$ cat src/rtl/wb_port_arbiter.sv
// Writeback arbiter: up to four producers share two registered register-file write ports.
// Round-robin scan with a starvation override; same-rd pairs are split across cycles.
module wb_port_arbiter #(
  parameter int DATA_W       = 32,
  parameter int ADDR_W       = 5,
  parameter int STARVE_LIMIT = 7
) (
  input  logic                  clk,
  input  logic                  rst_n,
  input  logic [3:0]            req_valid,
  input  logic [4*ADDR_W-1:0]   req_rd,
  input  logic [4*DATA_W-1:0]   req_data,
  output logic [3:0]            req_ready,
  output logic [ADDR_W-1:0]     rd1,
  output logic [ADDR_W-1:0]     rd2,
  output logic [DATA_W-1:0]     wb_data1,
  output logic [DATA_W-1:0]     wb_data2,
  output logic [3:0]            wb_we1,
  output logic [3:0]            wb_we2,
  output logic [1:0]            rr_ptr
);

  // Handshake: a source transfers when req_valid[i] && req_ready[i] at a rising edge;
  // it holds valid/rd/data stable until accepted, and ready is a combinational
  // function of this cycle's valid/rd plus the arbiter state.

  localparam int                CNT_W   = $clog2(STARVE_LIMIT + 1);
  localparam logic [CNT_W-1:0]  LIMIT   = CNT_W'(STARVE_LIMIT);
  localparam logic [CNT_W-1:0]  CNT_ONE = CNT_W'(1);

  logic [1:0]        rr_ptr_q, rr_ptr_d;
  logic [CNT_W-1:0]  wait_cnt_q [4];
  logic [CNT_W-1:0]  wait_cnt_d [4];

  logic [ADDR_W-1:0] rd1_q, rd2_q;
  logic [DATA_W-1:0] wb_data1_q, wb_data2_q;
  logic [3:0]        wb_we1_q, wb_we2_q;

  logic              has_starve;
  logic [1:0]        starve_idx;
  logic [1:0]        scan_idx [5];
  logic              scan_en  [5];

  logic [3:0]        grant;
  logic              p1_used, p2_used, any_port;
  logic [ADDR_W-1:0] p1_rd, p2_rd, rd_v;
  logic [DATA_W-1:0] p1_data, p2_data;
  logic [1:0]        last_idx, idx;

  // Slot 0 holds the starved source (if any); slots 1..4 are the rotation minus that source.
  always_comb begin
    has_starve = 1'b0;
    starve_idx = 2'd0;
    for (int i = 3; i >= 0; i--) begin
      if (req_valid[i] && (wait_cnt_q[i] == LIMIT)) begin
        has_starve = 1'b1;
        starve_idx = 2'(i);
      end
    end
    scan_idx[0] = starve_idx;
    scan_en[0]  = has_starve;
    for (int k = 0; k < 4; k++) begin
      scan_idx[k+1] = rr_ptr_q + 2'(k);
      scan_en[k+1]  = !(has_starve && (scan_idx[k+1] == starve_idx));
    end
  end

  always_comb begin
    grant    = 4'b0000;
    p1_used  = 1'b0;
    p2_used  = 1'b0;
    any_port = 1'b0;
    p1_rd    = '0;
    p2_rd    = '0;
    p1_data  = '0;
    p2_data  = '0;
    last_idx = rr_ptr_q;
    idx      = 2'd0;
    rd_v     = '0;
    for (int s = 0; s < 5; s++) begin
      idx  = scan_idx[s];
      rd_v = req_rd[idx*ADDR_W +: ADDR_W];
      if (scan_en[s] && req_valid[idx] && !grant[idx]) begin
        if (rd_v == '0) begin
          grant[idx] = 1'b1;
        end else if (!p1_used) begin
          grant[idx] = 1'b1;
          p1_used    = 1'b1;
          p1_rd      = rd_v;
          p1_data    = req_data[idx*DATA_W +: DATA_W];
          last_idx   = idx;
          any_port   = 1'b1;
        end else if (!p2_used && (rd_v != p1_rd)) begin
          grant[idx] = 1'b1;
          p2_used    = 1'b1;
          p2_rd      = rd_v;
          p2_data    = req_data[idx*DATA_W +: DATA_W];
          last_idx   = idx;
        end
      end
    end
  end

  always_comb begin
    rr_ptr_d = any_port ? (last_idx + 2'd1) : rr_ptr_q;
    for (int i = 0; i < 4; i++) begin
      wait_cnt_d[i] = '0;
      if (req_valid[i] && !grant[i]) begin
        wait_cnt_d[i] = (wait_cnt_q[i] == LIMIT) ? LIMIT : (wait_cnt_q[i] + CNT_ONE);
      end
    end
  end

  always_ff @(posedge clk or negedge rst_n) begin
    if (!rst_n) begin
      rr_ptr_q   <= 2'd0;
      rd1_q      <= '0;
      rd2_q      <= '0;
      wb_data1_q <= '0;
      wb_data2_q <= '0;
      wb_we1_q   <= 4'd0;
      wb_we2_q   <= 4'd0;
      for (int i = 0; i < 4; i++) wait_cnt_q[i] <= '0;
    end else begin
      rr_ptr_q <= rr_ptr_d;
      for (int i = 0; i < 4; i++) wait_cnt_q[i] <= wait_cnt_d[i];
      wb_we1_q <= p1_used ? 4'd2 : 4'd0;
      wb_we2_q <= p2_used ? 4'd2 : 4'd0;
      if (p1_used) begin
        rd1_q      <= p1_rd;
        wb_data1_q <= p1_data;
      end
      if (p2_used) begin
        rd2_q      <= p2_rd;
        wb_data2_q <= p2_data;
      end
    end
  end

  // Ready is forced low while reset is held so nothing is accepted into a clearing pipeline.
  assign req_ready = rst_n ? grant : 4'b0000;
  assign rd1       = rd1_q;
  assign rd2       = rd2_q;
  assign wb_data1  = wb_data1_q;
  assign wb_data2  = wb_data2_q;
  assign wb_we1    = wb_we1_q;
  assign wb_we2    = wb_we2_q;
  assign rr_ptr    = rr_ptr_q;

endmodule

$ cat config.mk
export PLATFORM = sky130hd
export DESIGN_NAME = wb_port_arbiter
export DESIGN_NICKNAME = d
export VERILOG_FILES = /design/src/rtl/wb_port_arbiter.sv
export SDC_FILE = /design/constraint.sdc
export NUM_CORES = 1
export LEC_CHECK = 0
export ABC_AREA = 1
export ABC_CLOCK_PERIOD_IN_PS = 4600
export BUFFER_PORTS_ARGS = -buffer_cell sky130_fd_sc_hd__buf_2
export CAP_MARGIN = 20
export CORE_ASPECT_RATIO = 0.9
export CORE_MARGIN = 3
export CORE_UTILIZATION = 30
export DETAILED_ROUTE_END_ITERATION = 8
export SLEW_MARGIN = 20
export SYNTH_ARGS = -nofsm -noshare
export SYNTH_HDL_FRONTEND = slang
export SYNTH_SLANG_ARGS = --single-unit
$ cat constraint.sdc
create_clock -name clk -period 4.6 [get_ports clk]
set_clock_uncertainty 0.05 [all_clocks]
set_input_delay 0 -clock clk [delete_from_list [all_inputs] [get_ports clk]]
set_output_delay 0 -clock clk [all_outputs]
set_load 0.03 [all_outputs]
==> flow_metrics.tcl <==
set metrics [dict create \
    fillers 3956 \
    multi_input_area_um2 8100 \
    grt_pass1_wl_um 74800 \
    required_ns 4.55 \
    synth_edf_count 0 \
    synthCells 1913 \
    ys_seq_area_share_pct 19.8 \
    violations "setup timing" \
    gp_congestion 0.913 \
    synth_cell_types 51 \
    dr.pass1.iters 5 \
    die_x_um 211 \
    clk_path_buf_depth 2 \
    critical_path.max_stage_delay_ns 0.40 \
    relSlewSlack_pct 32.0 \
    start_util_pct 30.5 \
    regArea_um2 2260 \
    slew_viol_final 0 \
    numCtsBuffers 9 \
    crit_arrival_ns 4.61 \
    cts_root_buffer "clkbuf_16" \
    dpl.hpwl_um 34400 \
    cts_tree "yes" \
    tightest_slew_ns 1.02 \
    grt_max_degree 124 \
    synth_top_cell_area_share_pct 19.8 \
    vias_per_cell 5.38 \
    synth-warning-count 0 \
    status "complete, but fails checks" \
    timing.fmax_ghz 0.214 \
    drc 0 \
    yosysMostFrequentCell "nand2_1" \
    rr_endpoint "rr_ptr[1]" \
    clkTransAtPathRegs_ns 0.07 \
    synth-seq-cells 90 \
    fin_nets 2357 \
    antenna_found_initial 5 \
    fin_crit_sh_pct 101 \
    syn_area_um2 11400 \
    cp_common_cell "nand2_2" \
    grt_pass1_vias 13537 \
    grt_use_total_pct 23.5 \
    synth_top_area_cell "dfrtp_1" \
    endpoint "req_ready[3]" \
    syn_avg_cell_area_um2 5.96 \
    final-setup-viol-count 20 \
    pin_count 242 \
    io_buffer_count 235 \
    wire_per_inst_um 18.5 \
    synth_flop_cell "dfrtp_1" \
    r2r-start "wait_cnt_q[0]" \
    crit_fanout 7 \
    crit_family "simple AND/OR/NAND/NOR gates" \
    synth_common_cells "566 x nand2_1, 322 x o21ai_0, 238 x inv_1" \
    hold_class "in -> reg" \
    critPathCaptureType "output pin" \
    h-tree-depth 3 \
    crit_slowest_cell "dfrtp_1" \
    hold_violations 0 \
    wl_um 49700 \
    start_kind "flip-flop" \
    synth.area.top_cells "dfrtp_1 20%, nand2_1 19%, o21ai_0 14%" \
    cp.depth 36 \
    grt_setup_unrepaired "true" \
    core_area_um2 37400 \
    drv_cap 0 \
    cts_num_sinks 90 \
    min_period_ns 4.66 \
    crit_buf_inv 4 \
    drt_iter0_drc 1471 \
    grt_overflow 0 \
    setup.worst_path.start "wait_cnt_q[0]" \
    critPathKind "reg -> out" \
    die_height_um 191 \
    reg2reg_depth 41 \
    die-area_um2 40400 \
    r2r_slack_ns -0.04 \
    tns_ns -0.474 \
    fin_ws_ns -0.0650 \
    area_delta_synth_final_pct 31.3 \
    synthArstFlopShare_pct 100 \
    layout-drive-gt1-share_pct 27.4 \
    rows 67 \
    num_vias 14462 \
    clkLatencyLatePin_ns 0.36 \
    final_antenna_net_count 0 \
]
[flip-flops by register name, indices dropped and copies added, names as in the netlist]
register / flops
rr_ptr: 2
wb_data1: 32
wait_cnt_q: 12
wb_we1: 1
wb_data2: 32
rd2: 5
rd1: 5
wb_we2: 1
[stage by stage]
stage,setup WS (ns),cell area (um^2),hold slack (ns),utilization (%),instances
5_1_grt,-0.341,15000,0.0687,40.0,2687
2_1_floorplan,0.0811,11400,-0.346,-,1918
4_1_cts,-0.00739,14500,0.0443,38.7,2663
6_report,-0.0650,15000,0.0495,40.0,2687
3_3_place_gp,-0.0594,13600,-0.0123,36.3,2619
3_5_place_dp,-0.109,13600,-0.00307,36.3,2619
[worst min-delay path: stages]
cell	delay [ns]
buf_2	0.10
o2111ai_1	0.13
o221ai_1	0.09
inv_1	0.04
nand4_1	0.07
[metal layers]
metal | vias to the layer above | routed length [um] | GRT usage [%]
met3 | 110 | 3470 | 3.68
li1 | 6999 | - | -
met1 | 6703 | 21500 | 31.0
met5 | - | 9 | 0
met2 | 648 | 23100 | 38.8
met4 | 2 | 1570 | 8.52
[placed cells by master (no fill, tap or decap), types with 17 or more instances in the layout]
| cell type | instances |
|---|---|
| nand3_2 | 28 |
| a21oi_1 | 50 |
| o211ai_2 | 17 |
| nand2_2 | 36 |
| nand3_1 | 56 |
| buf_4 | 132 |
| o21a_1 | 21 |
| buf_2 | 230 |
| nand4_1 | 18 |
| o2111ai_1 | 21 |
| nand2_1 | 535 |
| inv_2 | 18 |
| nor2_1 | 66 |
| dfrtp_1 | 88 |
| inv_1 | 231 |
| o221ai_1 | 72 |
| o21ai_0 | 321 |
[worst min path at each step]
| stage | slack (ns) | to | depth (start not counted) | start |
|---|---|---|---|---|
| final | 0.05 | wb_data1[15] | 5 | req_data[111] |
| after global routing | 0.07 | wb_data1[15] | 5 | req_data[111] |
| after CTS | 0.04 | wb_data1[18] | 5 | req_data[82] |
| after detailed placement | -0.003 | wb_data2[1] | 1 | rst_n |
| after global placement | -0.01 | wb_data1[2] | 1 | rst_n |
| after floorplan | -0.35 | rd1[0] | 0 | rst_n |
[area by class of cell]
cell class / instances / share of cell area, %
diodes: 4 / 0.0669
clock buffers: 10 / 1.53
clock inverters: 6 / 0.435
inverters: 258 / 6.61
multi-input cells: 1438 / 54.1
flip-flops and latches: 90 / 15.1
well taps: 483 / 4.04
repair buffers: 398 / 18.1
[timing repair]
| item | 4_1_cts | 5_1_grt |
|---|---|---|
| cloned | 3 | 1 |
| setup buffers | 24 | 19 |
| gates resized for setup | 73 | 82 |
| endpoints found under the setup margin | 44 | 94 |
| pin swaps | 36 | 62 |
| hold buffers | 5 | 0 |
| hold endpoints to repair | 49 | 0 |
[kinds of logic (layout without fill, tap and decap cells)]
kind of cell,Yosys count,count (layout),share of synthesized area [%]
other,1,10,0.0329
and+or+nand+nor,817,817,31.6
buffers and inverters,390,672,14.2
xor gates and xnor gates,4,4,0.307
AOI/OAI and AO/OA,591,591,32.1
muxes,12,12,1.05
adders and majority gates,8,8,0.878
DFF,90,90,19.8
Power is left out: the tool's default activity adds up to more than one toggle a clock period on the data nets, which glitch-free logic cannot reach.
